--- config.mk ---
export PLATFORM = sky130hd
export DESIGN_NAME = moving_avg_filter
export DESIGN_NICKNAME = d
export VERILOG_FILES = /design/src/rtl/moving_avg_filter.sv
export SDC_FILE = /design/constraint.sdc
export NUM_CORES = 1
export LEC_CHECK = 0
export CAP_MARGIN = 20
export CORE_ASPECT_RATIO = 1.4
export CORE_MARGIN = 2
export CORE_UTILIZATION = 25
export CTS_CLUSTER_SIZE = 24
export DETAILED_ROUTE_END_ITERATION = 12
export HOLD_SLACK_MARGIN = 0.05
export MAX_ROUTING_LAYER = met4
export PLACE_DENSITY = 0.45
export REMOVE_ABC_BUFFERS = 1
export SYNTH_ARGS = -nofsm -noshare
export SYNTH_HDL_FRONTEND = slang
export SYNTH_SLANG_ARGS = --single-unit
export TNS_END_PERCENT = 1
--- constraint.sdc ---
create_clock -name clk -period 8.8 [get_ports clk]
set_input_delay 1.32 -clock clk [delete_from_list [all_inputs] [get_ports clk]]
set_output_delay 1.32 -clock clk [all_outputs]
set_load 0.005 [all_outputs]
--- src/rtl/moving_avg_filter.sv ---
// moving_avg_filter
//   Boxcar (moving-average) filter over the last 2^LOG2_TAPS accepted samples.
//   A circular history plus a running sum keeps the cost at one add and one
//   subtract per sample, independent of window length.
//
//   Parameters
//     DATA_W     sample width
//     LOG2_TAPS  log2 of window length N (legal range 1..6)
//
//   Ports
//     clk        system clock
//     rst_n      asynchronous active-low reset
//     in_valid   one-cycle strobe, in_data is valid
//     in_data    unsigned input sample
//     flush      synchronous clear of filter history (pulse or level)
//     out_valid  one-cycle strobe, out_data is valid (1 clk after in_valid)
//     out_data   unsigned filtered sample, sum of window >> LOG2_TAPS
//     warm       high once N samples have entered the window since reset/flush

module moving_avg_filter #(
    parameter int unsigned DATA_W    = 12,
    parameter int unsigned LOG2_TAPS = 3
) (
    input  logic              clk,
    input  logic              rst_n,
    input  logic              in_valid,
    input  logic [DATA_W-1:0] in_data,
    input  logic              flush,
    output logic              out_valid,
    output logic [DATA_W-1:0] out_data,
    output logic              warm
);

    localparam int unsigned TAPS  = 1 << LOG2_TAPS;
    localparam int unsigned SUM_W = DATA_W + LOG2_TAPS;
    localparam int unsigned CNT_W = LOG2_TAPS + 1;

    localparam logic [CNT_W-1:0] FULL_CNT = CNT_W'(TAPS);

    typedef enum logic [0:0] {
        StFill,
        StRun
    } state_e;

    state_e state_q, state_d;

    logic [DATA_W-1:0]    hist_q [TAPS];
    logic [LOG2_TAPS-1:0] wr_ptr_q, wr_ptr_d;
    logic [CNT_W-1:0]     fill_cnt_q, fill_cnt_d;
    logic [SUM_W-1:0]     sum_q, sum_d;
    logic                 out_valid_q, out_valid_d;
    logic [DATA_W-1:0]    out_data_q, out_data_d;

    logic              accept;
    logic [DATA_W-1:0] oldest;

    // Flush takes priority: a sample arriving alongside flush is dropped.
    assign accept = in_valid & ~flush;

    // ------------------------------------------------------------------
    // FSM: state register
    // ------------------------------------------------------------------
    always_ff @(posedge clk or negedge rst_n) begin
        if (!rst_n) begin
            state_q <= StFill;
        end else begin
            state_q <= state_d;
        end
    end

    // ------------------------------------------------------------------
    // FSM: next-state logic
    // ------------------------------------------------------------------
    always_comb begin
        state_d = state_q;
        if (flush) begin
            state_d = StFill;
        end else begin
            unique case (state_q)
                StFill: begin
                    if (accept && (fill_cnt_d == FULL_CNT)) begin
                        state_d = StRun;
                    end
                end
                StRun: begin
                    state_d = StRun;
                end
                default: begin
                    state_d = StFill;
                end
            endcase
        end
    end

    // ------------------------------------------------------------------
    // FSM: state-decoded outputs
    // ------------------------------------------------------------------
    always_comb begin
        oldest = '0;
        warm   = 1'b0;
        unique case (state_q)
            StFill: begin
                // Unwritten history is don't-care, so nothing is subtracted yet.
                oldest = '0;
                warm   = 1'b0;
            end
            StRun: begin
                // Entry about to be overwritten is the one leaving the window.
                oldest = hist_q[wr_ptr_q];
                warm   = 1'b1;
            end
            default: begin
                oldest = '0;
                warm   = 1'b0;
            end
        endcase
    end

    // ------------------------------------------------------------------
    // Datapath next-state
    // ------------------------------------------------------------------
    always_comb begin
        sum_d       = sum_q;
        wr_ptr_d    = wr_ptr_q;
        fill_cnt_d  = fill_cnt_q;
        out_valid_d = 1'b0;
        out_data_d  = out_data_q;

        if (flush) begin
            sum_d      = '0;
            wr_ptr_d   = '0;
            fill_cnt_d = '0;
        end else if (accept) begin
            // oldest is always already part of sum, so no underflow occurs.
            sum_d       = sum_q + SUM_W'(in_data) - SUM_W'(oldest);
            // Pointer is exactly LOG2_TAPS bits wide, so +1 wraps N-1 -> 0.
            wr_ptr_d    = wr_ptr_q + 1'b1;
            fill_cnt_d  = (fill_cnt_q == FULL_CNT) ? fill_cnt_q : fill_cnt_q + 1'b1;
            out_valid_d = 1'b1;
            out_data_d  = DATA_W'(sum_d >> LOG2_TAPS);
        end
    end

    // ------------------------------------------------------------------
    // Datapath registers
    // ------------------------------------------------------------------
    always_ff @(posedge clk or negedge rst_n) begin
        if (!rst_n) begin
            sum_q       <= '0;
            wr_ptr_q    <= '0;
            fill_cnt_q  <= '0;
            out_valid_q <= 1'b0;
            out_data_q  <= '0;
        end else begin
            sum_q       <= sum_d;
            wr_ptr_q    <= wr_ptr_d;
            fill_cnt_q  <= fill_cnt_d;
            out_valid_q <= out_valid_d;
            out_data_q  <= out_data_d;
        end
    end

    // History needs no reset: entries are only read once the window is full.
    always_ff @(posedge clk) begin
        if (accept) begin
            hist_q[wr_ptr_q] <= in_data;
        end
    end

    assign out_valid = out_valid_q;
    assign out_data  = out_data_q;

endmodule

[After elaboration in Yosys (flattened, before gate mapping)]
Memory sizes are Yosys's and may differ from the RTL's.
Index checks and enable logic that the tools add are counted.
Widths: inputs -> output; s select.
Storage, ports and cells
  bits in writable memories: 96
  word-level logic and storage cells: 34
  memories kept: 1
  register bits: 36
Memories
  hist_q: words 8, bits a word 12, rd ports 1, clocked after Yosys merged registers in 0, write ports 1, line 47  | logic [DATA_W-1:0] hist_q [TAPS];
Cells by class
  equality and inequality tests: 2
  reduce and logical (&&, ||, !) cells: 3
  muxes and demuxes: 15
  bitwise gates (word level): 3
  add/sub/neg operators: 4
Operators with widths (count)
  $mux 15: 2
  $pmux 12 s2: 1
  $add 15x12->15: 1
  $sub 15x12->15: 1
  $mux 4: 3
  $eq 4x4->1 const B: 2
  $mux 3: 2
  $mux 1: 5
  $add 4x1->4 const B: 1
  $pmux 1 s2: 2
  $add 3x1->3 const B: 1
  $not 1->1: 2
  $reduce_and 2->1: 1
  $reduce_bool 2->1: 1
  $and 1x1->1: 1
  $logic_and 1x1->1: 1

[Logic depth before layout (Yosys ltp)]
Gate-level depths: netlist of run 1.
  depth in word-level cells: 9
  mapped depth: 17
  gate-level depth less buffers: 15

[Worst setup path before layout of run 1]
OpenSTA, ideal clock, no wires.
  path kind: reg2reg
  from: reg wr_ptr_q[0]
  to: reg out_data_q[10] (netlist: out_data[10])
  buffers on the path: 2
  setup time: 0.069 ns
  arrival: 3.519 ns
  cell stages (with the launch flop): 17
  required time: 8.731 ns
  slack: 5.212 ns
  cells stage by stage: dfrtp_1 > buf_2 > buf_1 > nor2_1 > a31oi_1 > o22ai_1 > nor2_1 > nor2_1 > fa_1 > inv_1 > ha_1 > a21o_1 > and3_4 > a221oi_4 > a21oi_2 > or4_4 > nand3_1
On the way
  cells in the longest elaborated chain, start to end: 3
Ends and longest elaborated chain
  start: declaration: line 48  | logic [LOG2_TAPS-1:0] wr_ptr_q, wr_ptr_d;
  start signal: assignment: line 156  | wr_ptr_q <= wr_ptr_d;
  $mem_v2 8x12
  $pmux 12 s2: line 101  | unique case (state_q)
  $sub 15x12->15: line 135  | sum_d = sum_q + SUM_W'(in_data) - SUM_W'(oldest);
  end signal: assignment: line 159  | out_data_q <= out_data_d;
  end: declaration: line 52  | logic [DATA_W-1:0] out_data_q, out_data_d;
Every way passes these cells.
A chain may end at the register's enable or synchronous reset.

[Worst setup path in the final report of run 1]
Same ends and word-level chain as after synthesis.

==> results of run 1 <==
-- report_power, final --
group	leakage, nW	switching [W]	total [W]	internal [W]
clock	0.303	0.000278	0.000758	0.000480
combinational	1.29	0.000305	0.000559	0.000254
sequential	1.33	0.0000314	0.000756	0.000725
total	2.93	0.000615	0.00207	0.00146
-- path summary, 6_finish.rpt --
check                            startpoint            to  cells past startpoint
worst max register to register  wr_ptr_q[0]  out_data[10]                     13
min in group asynchronous             rst_n   wr_ptr_q[0]                      1
worst max-delay path            wr_ptr_q[0]  out_data[10]                     13
max in group asynchronous             rst_n   wr_ptr_q[0]                      1
worst min-delay path            out_data[3]   out_data[3]                      2
worst min register to register  out_data[3]   out_data[3]                      2
-- state kept, by name (all words and copies together), names as in the netlist --
register and cells:
wr_ptr_q 3, sum_q 15, hist_q 96, state_q 1
fill_cnt_q 4, out_data 12, out_valid 1
-- layout by cell type, fill, tap and decap left out, types with 3 or more instances in the layout --
cell type	netlist	final
a21o_1	6	6
a21oi_1	10	10
a21oi_2	3	3
a22oi_1	3	3
a31oi_1	6	6
and2_1	3	3
buf_4	0	9
bufinv_16	0	4
clkbuf_16	0	17
clkdlybuf4s50_1	0	28
clkinv_4	0	4
dfrtp_1	36	35
edfxtp_1	96	96
fa_1	12	12
ha_1	18	18
inv_1	57	57
inv_6	0	4
mux2_2	5	5
mux2i_1	35	35
mux4_2	8	8
nand2_1	32	32
nand2b_1	5	5
nand3_1	7	7
nor2_1	54	50
nor2_2	0	4
nor2b_1	5	5
nor3_1	7	3
nor3_2	0	3
nor3b_1	3	3
o211ai_1	5	5
o21ai_0	8	8
o22ai_1	12	12
o31ai_1	3	3
xnor2_1	10	10
xor2_1	5	5
-- per-stage QoR --
stage	util, %	total power, W	hold slack, ns
3_3_place_gp	28.1	0.00133	0.465
3_5_place_dp	28.1	0.00133	0.473
2_1_floorplan	-	0.00115	0.470
4_1_cts	30.6	0.00210	0.494
5_1_grt	30.6	0.00220	0.513
6_report	30.6	0.00207	0.490
-- layer usage --
layer,global-route usage [%],wire length [um],vias to the layer above
li1,-,-,1863
met1,13.1,6130,1935
met2,20.3,7720,71
met3,2.33,451,19
met4,6.18,341,0
met5,-,0,-
-- critical path, cell delays in order (launching register included) --
cell and delay [ns]:
dfrtp_2 0.34, buf_4 0.58, mux4_2 0.59, mux2i_1 0.27, nor2_1 0.09, fa_1 0.50
inv_1 0.04, ha_1 0.33, nand2_1 0.11, nor3b_1 0.08, o211ai_1 0.43, a21oi_2 0.13
or4_4 0.50, nand3_1 0.10
-- final cells by class --
class	count	area, sq um
clock inverters	13	198
flip-flops and latches	132	3780
inverters	58	218
fillers	2575	17500
multi-input cells	292	2320
well taps	319	399
clock buffers	19	433
repair buffers	38	353
-- kinds of logic (layout without fill, tap and decap cells) --
kind of cell | after synthesis | count (layout) | synth area share, %
multiplexers | 48 | 48 | 9.21
AND/OR/NAND/NOR | 125 | 125 | 8.88
adder cells (fa/ha/maj) | 30 | 30 | 7.31
XOR/XNOR | 15 | 15 | 2.06
buffers and inverters | 78 | 128 | 4.67
flip-flops | 132 | 132 | 59.4
AO/OA/AOI/OAI | 74 | 74 | 8.47
-- synth_stat cells, types with 3 or more instances --
cell,number
o22ai_1,12
mux2_2,5
nor2_1,54
xnor2_1,10
buf_2,4
inv_1,57
nand2b_1,5
mux2i_1,35
a22oi_1,3
edfxtp_1,96
a21oi_2,3
buf_1,3
a31oi_1,6
nor3_1,7
nand3_1,7
o21ai_0,8
a21o_1,6
and2_1,3
nor2b_1,5
xor2_1,5
nand2_1,32
o31ai_1,3
a21oi_1,10
o211ai_1,5
nor3b_1,3
ha_1,18
mux4_2,8
clkbuf_1,13
fa_1,12
dfrtp_1,36
==> qor.txt, run 1 <==
run status - complete, no violations
TritonCTS clock tree - built
Main synth FF type - edfxtp_1
Post-synth EDFFs - 96
Max IR drop VDD - 0.147 mV
WP data arrival - 4.59 ns
share of post-route cells with drive strength above 1 - 12.9%
Max Fclk - 0.236 GHz
hold crit path type - reg2reg
Synth Register Bits - 132
vias in the first global route - 4200
Starting Density - 25.3%
cts hold-fix bufs - 0
placed cells - 839
Area growth syn-to-layout - 21.0%
vias per inst - 4.46
clk buf depth - 2
CTS root buf - clkbuf_16
post-route insts no fill - 871
Syn Area/Cell - 12.7 sq um
share of the synthesized area in the top cell type - 45.3%
setup slack, reg-to-reg - 4.56 ns
Die Y - 193 um
setup ws final - 4.56 ns
first-pass GRT wire length - 23200 um
ys async rst share - 27.3%
Startpoint Class - flop
drt pass-1 iters - 4
area leader, netlist - edfxtp_1
Vias - 3888
synth top area cells - edfxtp_1 45%, dfrtp_1 14%, mux2i_1 5.5%
I/O Buffers - 29
total power per unit cell area - 269 mW/mm^2
max_cap viols - 0
Tmin final - 4.24 ns
design area - 0.00771 sq mm
crit path kind - reg2reg
period utilization - 48.2%
crit-path max FO - 48
die area - 0.0268 sq mm
Critical Path Sink Type - flop
initial antenna violation count - 0
Ys Warns - 0
DRT iter0 DRCs - 155
die extent in x - 139 um
final-report max-slew violation count - 0
GP Congestion - 0.830
WL per Instance - 16.8 um
# clock sinks - 132
Layout Skew - 0.00972 ns
Skew-Pair Late Insertion Delay - 0.42 ns
# setup viols final - 0
final hold vios - 0
Synth cell types - 52
core area - 0.0252 sq mm
Final ANT Viol Nets - 0
io pins - 30
Worst-Margin Slew - 0.975 ns
worst slack, placed - 4.29 ns
total CTS buffers - 17
clock transition at the registers of the reported paths - 0.06 ns
residual DRC count - 0
Mapped Cells - 502
ant diodes - 0
total grt overflow - 0
placed instance area - 0.00708 sq mm
Rows - 69
DP HPWL - 9640 um
Post-CTS Repair Setup Buffers - 0
largest net degree at the start of global routing - 49
unrepaired setup endpoints after global routing - no
Seq/Total Area, Yosys - 59.4%
Post-CTS Resized - 0
CTS HTree Levels - 4
Synth Cell Area - 0.00637 sq mm
routed wire length - 14600 um
Fin Setup TNS - 0 ns
nets - 585
Static Leak - 2.93 nW
CP required - 9.15 ns
Slew HR - 34.8%
total track usage - 11.8%
Power figures use the tool's default switching activity.
==> inputs of run 2 (changes only) <==
==> constraint.sdc (replaced) <==
create_clock -name clk -period 4.3 [get_ports clk]
set_input_delay 0.645 -clock clk [delete_from_list [all_inputs] [get_ports clk]]
set_output_delay 0.645 -clock clk [all_outputs]
set_load 0.005 [all_outputs]
==> run 2 against run 1 <==
Wire length is 0.22% higher. First-iteration DRC count is 19% higher. Total power is 99% higher. Critical path depth is 2 higher. Design area is 0.70% higher. Global-route usage is 0.16 points higher. Sequential power is 110% higher. Register-to-register slack worse by 4.2 ns. Sequential cell count stayed put. Hold slack worse by 0.16 ns. Largest power group is now registers. Clock-buffer cell count is 2 lower. Largest cell class unchanged.
==> qor.txt, run 2 (same netlist as run 1, synthesis figures left out) <==
setup ws final - 0.396 ns (was 4.56 ns)
# clock sinks - 132 (unchanged)
vias per inst - 4.39 (was 4.46)
Tmin final - 3.90 ns (was 4.24 ns)
Area growth syn-to-layout - 21.9% (was 21.0%)
# setup viols final - 0 (unchanged)
core area - 0.0252 sq mm (unchanged)
Sw Pwr - 0.00126 W (was 0.000615 W)
initial antenna violation count - 0 (unchanged)
CTS root buf - clkbuf_16 (unchanged)
Max IR drop VDD - 0.276 mV (was 0.147 mV)
multi-input logic area - 0.00231 sq mm (was 0.00232 sq mm)
die area - 0.0268 sq mm (unchanged)
largest net degree at the start of global routing - 37 (was 49)
worst hold slack - 0.334 ns (was 0.490 ns)
Most flops, register - hist_q (unchanged)
residual DRC count - 0 (unchanged)
final hold vios - 0 (unchanged)
Die Y - 193 um (unchanged)
Layout Skew - 0.00980 ns (was 0.00972 ns)
crit path kind - reg2reg (unchanged)
total CTS buffers - 17 (unchanged)
Static Leak - 2.97 nW (was 2.93 nW)
total track usage - 12.0% (was 11.8%)
Comb power frac - 27.9% (was 27.0%)
WP data arrival - 4.22 ns (was 4.59 ns)
Rows - 69 (unchanged)
commonest non-fill, non-tap cell in the layout - edfxtp_1 (unchanged)
most frequent cells in the layout - 96 x edfxtp_1, 57 x inv_1, 54 x nor2_1, 35 x mux2i_1, 34 x dfrtp_1 (was 96 x edfxtp_1, 57 x inv_1, 50 x nor2_1, 35 x mux2i_1, 35 x dfrtp_1)
worst slack, placed - 0.151 ns (was 4.29 ns)
Storage cell area - 0.00379 sq mm (was 0.00378 sq mm)
DP HPWL - 10400 um (was 9640 um)
post-route insts no fill - 885 (was 871)
post-route core utilization - 30.8% (was 30.6%)
P_int - 0.00287 W (was 0.00146 W)
total grt overflow - 0 (unchanged)
switching share of power - 30.5% (was 29.7%)
unrepaired setup endpoints after global routing - no (unchanged)
clk buf depth - 2 (unchanged)
setup slack, reg-to-reg - 0.40 ns (was 4.56 ns)
hold crit path type - in2async (was reg2reg)
Critical Path Sink Type - flop (unchanged)
share of post-route cells with drive strength above 1 - 14.7% (was 12.9%)
Vias - 3887 (was 3888)
ant diodes - 0 (unchanged)
io pins - 30 (unchanged)
Max Fclk - 0.256 GHz (was 0.236 GHz)
DRT iter0 DRCs - 185 (was 155)
share of power burned in registers - 37.7% (was 36.5%)
die extent in x - 139 um (unchanged)
placed cells - 853 (was 839)
TritonCTS clock tree - built (unchanged)
CTS HTree Levels - 4 (unchanged)
final-report max-slew violation count - 0 (unchanged)
clock transition at the registers of the reported paths - 0.06 ns (about the same)
period utilization - 90.8% (was 48.2%)
I/O Buffers - 29 (unchanged)
crit-path max FO - 15 (was 48)
Skew-Pair Late Insertion Delay - 0.42 ns (about the same)
drt pass-1 iters - 4 (unchanged)
Worst-Margin Slew - 0.876 ns (was 0.975 ns)
Clk pwr share - 34.4% (was 36.6%)
Starting Density - 25.3% (unchanged)
nets - 599 (was 585)
GP Congestion - 0.771 (was 0.830)
vias in the first global route - 4213 (was 4200)
Final ANT Viol Nets - 0 (unchanged)
max reg flops - 96 (unchanged)
Startpoint Class - flop (unchanged)
WL per Instance - 16.6 um (was 16.8 um)
CP required - 4.62 ns (was 9.15 ns)
Slew HR - 41.3% (was 34.8%)
run status - complete, no violations (unchanged)
fill count - 2558 (was 2575)
routed wire length - 14700 um (was 14600 um)
total power per unit cell area - 532 mW/mm^2 (was 269 mW/mm^2)
max_cap viols - 0 (unchanged)
first-pass GRT wire length - 23600 um (was 23200 um)
==> run 2: final timing paths <==
path                                  start            end  depth (start not counted)
worst min register to register  out_data[7]    out_data[7]                          2
min in group clk                out_data[7]    out_data[7]                          2
max in group asynchronous             rst_n    wr_ptr_q[0]                          1
worst min-delay path                  rst_n  fill_cnt_q[2]                          1
worst max register to register  wr_ptr_q[0]      sum_q[11]                         15
worst max-delay path            wr_ptr_q[0]      sum_q[11]                         15
==> run 2: power groups by stage <==
stage                     combinational [W]  clock, W  sequential [W]
after floorplan                    0.000781         0         0.00158
after global placement              0.00115         0         0.00158
after detailed placement            0.00116         0         0.00158
after CTS                           0.00117   0.00145         0.00156
after global routing                0.00131   0.00151         0.00157
final                               0.00115   0.00142         0.00156
==> run 2: cell type report <==
type                       instances  area share (%)
clock buffer                      17            5.48
clock inverter                    15            1.98
inverter                          58            2.80
multi-input combinational        292            29.7
sequential                       132            48.8
tap                              319            5.14
timing repair buffer              52            6.06
==> run 2: repair_timing <==
| item | CTS | global route |
|---|---|---|
| hold buffers | 0 | 0 |
| setup endpoints to repair | 0 | 6 |
| resized for setup | 0 | 2 |
| buffers inserted | 0 | 0 |
| hold endpoints to repair | 0 | 0 |
==> run 2: worst max-delay path: stages (launching register included) <==
cell	delay (ns)
dfrtp_4	0.59
buf_4	0.33
buf_4	0.17
mux2i_1	0.17
o22ai_1	0.10
nor2_1	0.14
nor2_1	0.07
fa_1	0.50
inv_1	0.04
ha_1	0.35
a21oi_2	0.20
nand2_1	0.10
o211ai_1	0.37
a31oi_1	0.17
o21a_1	0.22
o32ai_1	0.28
==> run 2: through the flow <==
stage                     instance area [sq um]  power, W  TNS [ns]
after floorplan                            6290   0.00236    -0.246
after global placement                     7180   0.00273         0
after detailed placement                   7180   0.00274         0
after CTS                                  7760   0.00418         0
after global routing                       7760   0.00439         0
final                                      7760   0.00413         0
==> run 2: per-layer routing <==
layer  up-vias  GRT usage [%]  share of wire [%]
met3        23           2.13                2.4
met1      1920           13.4                 43
met4         0           5.36                2.4
met2        54           21.1                 53
li1       1890              -                  -
met5         -              -                  0
==> inputs of run 3 (changes only) <==
--- a/config.mk
+++ b/config.mk
@@ -9,6 +9,7 @@
 export CORE_ASPECT_RATIO = 1.4
 export CORE_MARGIN = 2
 export CORE_UTILIZATION = 25
+export CTS_CLUSTER_DIAMETER = 100
 export CTS_CLUSTER_SIZE = 24
 export DETAILED_ROUTE_END_ITERATION = 12
 export HOLD_SLACK_MARGIN = 0.05
==> results of run 3 <==
Final layout, timing and power as in run 2 (identical DEF).
